<file path="src/rtl/cpu_sequencer_pkg.sv">
// Shared definitions for the instruction sequencer: state encoding, opcode
// constants and the WAIT timeout length.
package cpu_sequencer_pkg;

  typedef enum logic [2:0] {
    StIdle   = 3'd0,
    StFetch  = 3'd1,
    StDecode = 3'd2,
    StExec   = 3'd3,
    StWait   = 3'd4,
    StWb     = 3'd5,
    StDone   = 3'd6,
    StHalt   = 3'd7
  } state_e;

  localparam logic [3:0] OpNop  = 4'h0;
  localparam logic [3:0] OpLoad = 4'h1;
  localparam logic [3:0] OpAdd  = 4'h2;
  localparam logic [3:0] OpSub  = 4'h3;
  localparam logic [3:0] OpAnd  = 4'h4;
  localparam logic [3:0] OpOr   = 4'h5;
  localparam logic [3:0] OpXor  = 4'h6;
  localparam logic [3:0] OpNot  = 4'h7;
  localparam logic [3:0] OpShl  = 4'h8;
  localparam logic [3:0] OpShr  = 4'h9;
  localparam logic [3:0] OpHalt = 4'hF;

  // Number of WAIT cycles tolerated without alu_ready before giving up.
  localparam logic [3:0] Timeout = 4'd15;

  // Opcodes that go through EXEC (NOP included, it just skips the datapath).
  function automatic logic is_exec_op(logic [3:0] op);
    return op <= OpShr;
  endfunction

endpackage

</file>
<file path="src/rtl/cpu_sequencer_edge_detect.sv">
// Single-bit rising-edge detector.
//   clock : system clock
//   reset : synchronous active-high reset, clears the previous-sample register
//   din   : level input
//   rise  : high while din=1 and the previous clocked sample was 0
module edge_detect (
  input  logic clock,
  input  logic reset,
  input  logic din,
  output logic rise
);

  logic prev_q;

  always_ff @(posedge clock) begin
    if (reset) begin
      prev_q <= 1'b0;
    end else begin
      prev_q <= din;
    end
  end

  assign rise = din & ~prev_q;

endmodule

</file>
<file path="src/rtl/cpu_sequencer.sv">
// Multi-cycle instruction sequencer for a switch-driven datapath.
//   clock, reset : system clock, synchronous active-high reset
//   enabling     : run request, each 0->1 edge seen in IDLE starts one instruction
//   sw           : instruction word, opcode sw[7:4], immediate sw[3:0]
//   alu_ready    : datapath completion, only looked at in WAIT
//   ir_load      : strobe, instruction register load (FETCH)
//   alu_op, imm  : registered opcode / immediate
//   alu_start    : strobe, start datapath (EXEC, non-NOP)
//   acc_we       : strobe, accumulator write (WB)
//   disp_load    : strobe, display/result update (DONE)
//   busy, halted : status; err is sticky; icount counts retired instructions
module cpu_sequencer
  import cpu_sequencer_pkg::*;
(
  input  logic       clock,
  input  logic       reset,
  input  logic       enabling,
  input  logic [7:0] sw,
  input  logic       alu_ready,
  output logic       ir_load,
  output logic [3:0] alu_op,
  output logic [3:0] imm,
  output logic       alu_start,
  output logic       acc_we,
  output logic       disp_load,
  output logic       busy,
  output logic       halted,
  output logic       err,
  output logic [7:0] icount
);

  logic       start;
  state_e     state_q, state_d;
  logic [3:0] alu_op_q, imm_q;
  logic       err_q, err_d;
  logic [7:0] icount_q;
  logic [3:0] tcnt_q, tcnt_d;

  edge_detect u_en_edge (
    .clock (clock),
    .reset (reset),
    .din   (enabling),
    .rise  (start)
  );

  always_comb begin
    state_d   = state_q;
    err_d     = err_q;
    tcnt_d    = tcnt_q;
    ir_load   = 1'b0;
    alu_start = 1'b0;
    acc_we    = 1'b0;
    disp_load = 1'b0;
    busy      = 1'b1;
    halted    = 1'b0;
    unique case (state_q)
      StIdle: begin
        busy = 1'b0;
        if (start) state_d = StFetch;
      end
      StFetch: begin
        ir_load = 1'b1;
        state_d = StDecode;
      end
      StDecode: begin
        if (alu_op_q == OpHalt) begin
          state_d = StHalt;
        end else if (is_exec_op(alu_op_q)) begin
          state_d = StExec;
        end else begin
          // Illegal opcode retires as a NOP with the error flag raised.
          err_d   = 1'b1;
          state_d = StDone;
        end
      end
      StExec: begin
        if (alu_op_q == OpNop) begin
          state_d = StDone;
        end else begin
          alu_start = 1'b1;
          tcnt_d    = 4'd0;
          state_d   = StWait;
        end
      end
      StWait: begin
        if (alu_ready) begin
          tcnt_d  = 4'd0;
          state_d = StWb;
        end else if (tcnt_q == Timeout - 4'd1) begin
          err_d   = 1'b1;
          tcnt_d  = 4'd0;
          state_d = StDone;
        end else begin
          tcnt_d = tcnt_q + 4'd1;
        end
      end
      StWb: begin
        acc_we  = 1'b1;
        state_d = StDone;
      end
      StDone: begin
        disp_load = 1'b1;
        state_d   = StIdle;
      end
      StHalt: begin
        busy   = 1'b0;
        halted = 1'b1;
      end
      default: state_d = StIdle;
    endcase
  end

  always_ff @(posedge clock) begin
    if (reset) begin
      state_q  <= StIdle;
      alu_op_q <= 4'd0;
      imm_q    <= 4'd0;
      err_q    <= 1'b0;
      icount_q <= 8'd0;
      tcnt_q   <= 4'd0;
    end else begin
      state_q <= state_d;
      err_q   <= err_d;
      tcnt_q  <= tcnt_d;
      if (state_q == StFetch) begin
        alu_op_q <= sw[7:4];
        imm_q    <= sw[3:0];
      end
      if (state_q == StDone) icount_q <= icount_q + 8'd1;
    end
  end

  assign alu_op = alu_op_q;
  assign imm    = imm_q;
  assign err    = err_q;
  assign icount = icount_q;

endmodule

</file>
<file path="config.mk">
export PLATFORM = sky130hd
export DESIGN_NAME = cpu_sequencer
export DESIGN_NICKNAME = d
export VERILOG_FILES = /design/src/rtl/cpu_sequencer_pkg.sv /design/src/rtl/cpu_sequencer_edge_detect.sv /design/src/rtl/cpu_sequencer.sv
export SDC_FILE = /design/constraint.sdc
export NUM_CORES = 1
export LEC_CHECK = 0
export BUFFER_PORTS_ARGS = -buffer_cell sky130_fd_sc_hd__buf_2
export CAP_MARGIN = 10
export CORE_MARGIN = 2
export CORE_UTILIZATION = 52
export CTS_BUF_LIST = sky130_fd_sc_hd__clkbuf_8
export DETAILED_ROUTE_END_ITERATION = 10
export PLACE_DENSITY_LB_ADDON = 0.2
export SYNTH_ARGS = -nofsm -noshare
export SYNTH_HDL_FRONTEND = slang
export SYNTH_SLANG_ARGS = --single-unit
</file>
<file path="constraint.sdc">
create_clock -name clock -period 1.8 [get_ports clock]
set_input_delay 0.45 -clock clock [delete_from_list [all_inputs] [get_ports clock]]
set_output_delay 0.45 -clock clock [all_outputs]
set_load 0.005 [all_outputs]
</file>
==> results.py <==
metrics = {
    "grt": {
        "grt_max_degree": 26,
        "met1_usage_pct": 27.1,
        "gr-usage-met2_pct": 33.3,
        "antenna_found_initial": 0,
        "groute.usage.overall_pct": 20.2,
        "grt_pass1_vias": 900,
        "grt_pass1_wl_um": 4080,
        "grt_use_met3_pct": 2.92,
        "grt.busiest_layer": "met2",
        "grt_overflow": 0,
    },
    "yosys": {
        "async_flop_share_pct": 0,
        "synth_edf_count": 0,
        "ys_warn_count": 0,
        "netlist_top_cells_area": "dfxtp_1, mux2i_1, nor2_1",
        "synth_nets": 145,
        "syn_avg_cell_area_um2": 8.97,
        "synth_most_common_cell": "dfxtp_1",
        "ys_ff_latch": 25,
        "synth_commonest_cells": "dfxtp_1, nor2_1, mux2i_1",
        "syn_area_um2": 1170,
        "ys_seq_area_share_pct": 42.9,
        "synth-main-ff-cell": "dfxtp_1",
        "syn_inst": 130,
        "synth_top_area_cell": "dfxtp_1",
        "synth.top_cell.area_share_pct": 42.9,
        "ys_types": 35,
    },
    "setup_path": {
        "arrival_ns": 1.28,
        "crit_fanout": 8,
        "cp-end-kind": "output port",
        "crit_required_ns": 1.35,
        "critPathSlowestCell": "dfxtp_1",
        "slowest_delay_ns": 0.39,
        "worstPathCellList": "nand3b_1, nor2_1, buf_2",
        "start_kind": "flip-flop",
        "critical_path_class": "reg -> out",
    },
    "cells_and_area": {
        "drive_gt1_share_pct": 29.3,
        "antenna_cells": 0,
        "final_cell_area_um2": 1450,
        "nNetsFinal": 183,
        "syn_to_final_growth_pct": 24.1,
    },
    "route": {
        "drcViolationCount": 0,
        "firstDrtPassIters": 4,
        "vias": 1075,
        "routed_via_density": 5.51,
        "first_iter_violations": 20,
        "drtAntennaViolNets": 0,
        "wire_per_inst_um": 12.7,
        "wl_um": 2490,
    },
    "clock_tree": {
        "cts_num_sinks": 25,
        "clk_path_buf_depth": 2,
        "cts_buffers": 3,
        "insertion_delay_ns": 0.27,
        "cts.clk_slew.worst_paths_ns": 0.09,
        "postCtsSetupBuffers": 0,
        "holdBufCountCts": 0,
        "cts_tree": "yes",
        "cts-root-buf": "clkbuf_8",
        "htreeDepth": 1,
        "cts_resized": 1,
    },
    "power_and_ir_drop": {
        "powerDensity_nw_per_um2": 958,
        "intPower_uw": 956,
        "power.switching_uw": 430,
        "combinationalPowerShare_pct": 27.2,
        "pwr-share-clk_pct": 24.2,
        "pwr-share-seq_pct": 48.5,
        "netSwitchingFraction_pct": 31.0,
        "ir_drop_uv": 588,
        "p_leak_uw": 0.000623,
        "power_uw": 1390,
    },
    "min_path": {
        "hold_class": "in -> reg",
    },
    "sta": {
        "clock.fmax_mhz": 579,
        "worstMarginPinSlew_ns": 0.447,
        "hold_violations": 0,
        "relSlewSlack_pct": 70.2,
        "slew_viol_final": 0,
        "min_period_over_period_pct": 95.9,
        "finalSetupViolCount": 0,
        "fin_crit_ns": 1.73,
        "finClkSkew_ns": 0.00743,
        "whs_ns": 0.413,
        "fin_tns_setup_ns": 0,
        "rsz0062_at_grt": "no",
    },
    "die": {
        "io_pins": 35,
        "die_w_um": 51.4,
        "die_h_um": 51.4,
        "die-area_um2": 2640,
        "core-area_um2": 2170,
        "initial_core_util_pct": 53.7,
        "fp-row-count": 17,
    },
    "job": {
        "cap_violations": 0,
    },
    "placement": {
        "finalWeightedCongestion": 0.780,
        "dp_hpwl_um": 1860,
        "port_buffers": 34,
        "place_area_um2": 1390,
    },
    "run_status": {
        "outcome": "completed",
    },
}
critical path, delay by kind of cell (launching register included):
family                 cells  cell delay (ns)
DFF                        1             0.39
and+or+nand+nor            2             0.47
buffers and inverters      1             0.14
path summary, 6_finish.rpt:
check | from | endpoint | slack (ns) | cells past startpoint
setup / recovery | state_q[2] | alu_start | 0.07 | 3
hold / removal | enabling | u_en_edge.prev_q | 0.41 | 2
setup reg to reg | state_q[2] | tcnt_q[3] | 0.15 | 3
hold reg to reg | err | err | 0.48 | 2
power by group through the flow:
stage	Sequential (µW)	Combinational, µW	Clock [µW]
after floorplan	657	242	0
after global placement	677	357	0
after detailed placement	679	372	0
after CTS	668	373	342
after global routing	685	418	359
final	673	378	336
area by class of cell:
type	count	area (µm²)
Clock inverter	1	7.51
Clock buffer	3	41.3
Multi-Input combinational cell	94	634
Sequential cell	25	503
Inverter	5	18.8
Timing Repair Buffer	39	208
Fill cell	206	722
Tap cell	28	35.0
kinds of logic after synthesis:
family	after synthesis	synth area share (%)
AND/OR/NAND/NOR	50	24.2
multiplexers	9	7.73
buffers and inverters	11	3.65
AO/OA/AOI/OAI	30	16.7
flip-flops	25	42.9
XOR/XNOR	2	1.50
adder cells (fa/ha/maj)	3	3.22
registers in the layout (all words and copies together), names as in the netlist:
name,cells
alu_op,4
err,1
icount,8
imm,4
state_q,3
tcnt_q,4
u_en_edge.prev_q,1
per-layer routing:
metal | routed length, µm | share of wire [%] | up-vias
met4 | 16 | 0.64 | 0
met1 | 1170 | 47 | 498
met3 | 83 | 3.3 | 2
met5 | 0 | 0 | -
met2 | 1220 | 49 | 20
li1 | - | - | 555
per-stage QoR:
step | setup WS [ns] | instances | utilization (%)
final | 0.0732 | 195 | 66.7
after global routing | 0.0157 | 195 | 66.7
after CTS | 0.0145 | 195 | 66.1
after detailed placement | 0.0932 | 191 | 63.8
after global placement | 0.123 | 191 | 63.8
after floorplan | 0.242 | 130 | -
cell usage in the layout (no fill, tap or decap), types with 3 or more instances in the layout:
| master | count |
|---|---|
| o2111ai_1 | 4 |
| buf_4 | 5 |
| or4_1 | 3 |
| buf_2 | 34 |
| nand2_1 | 4 |
| a21oi_1 | 8 |
| a211oi_1 | 3 |
| ha_1 | 3 |
| clkbuf_8 | 3 |
| or3_1 | 6 |
| inv_1 | 5 |
| and3_1 | 3 |
| mux2i_1 | 9 |
| nor2_1 | 17 |
| o211ai_1 | 3 |
| o21ai_0 | 4 |
| dfxtp_1 | 23 |
Note: power is estimated with default switching activity, not from simulation.
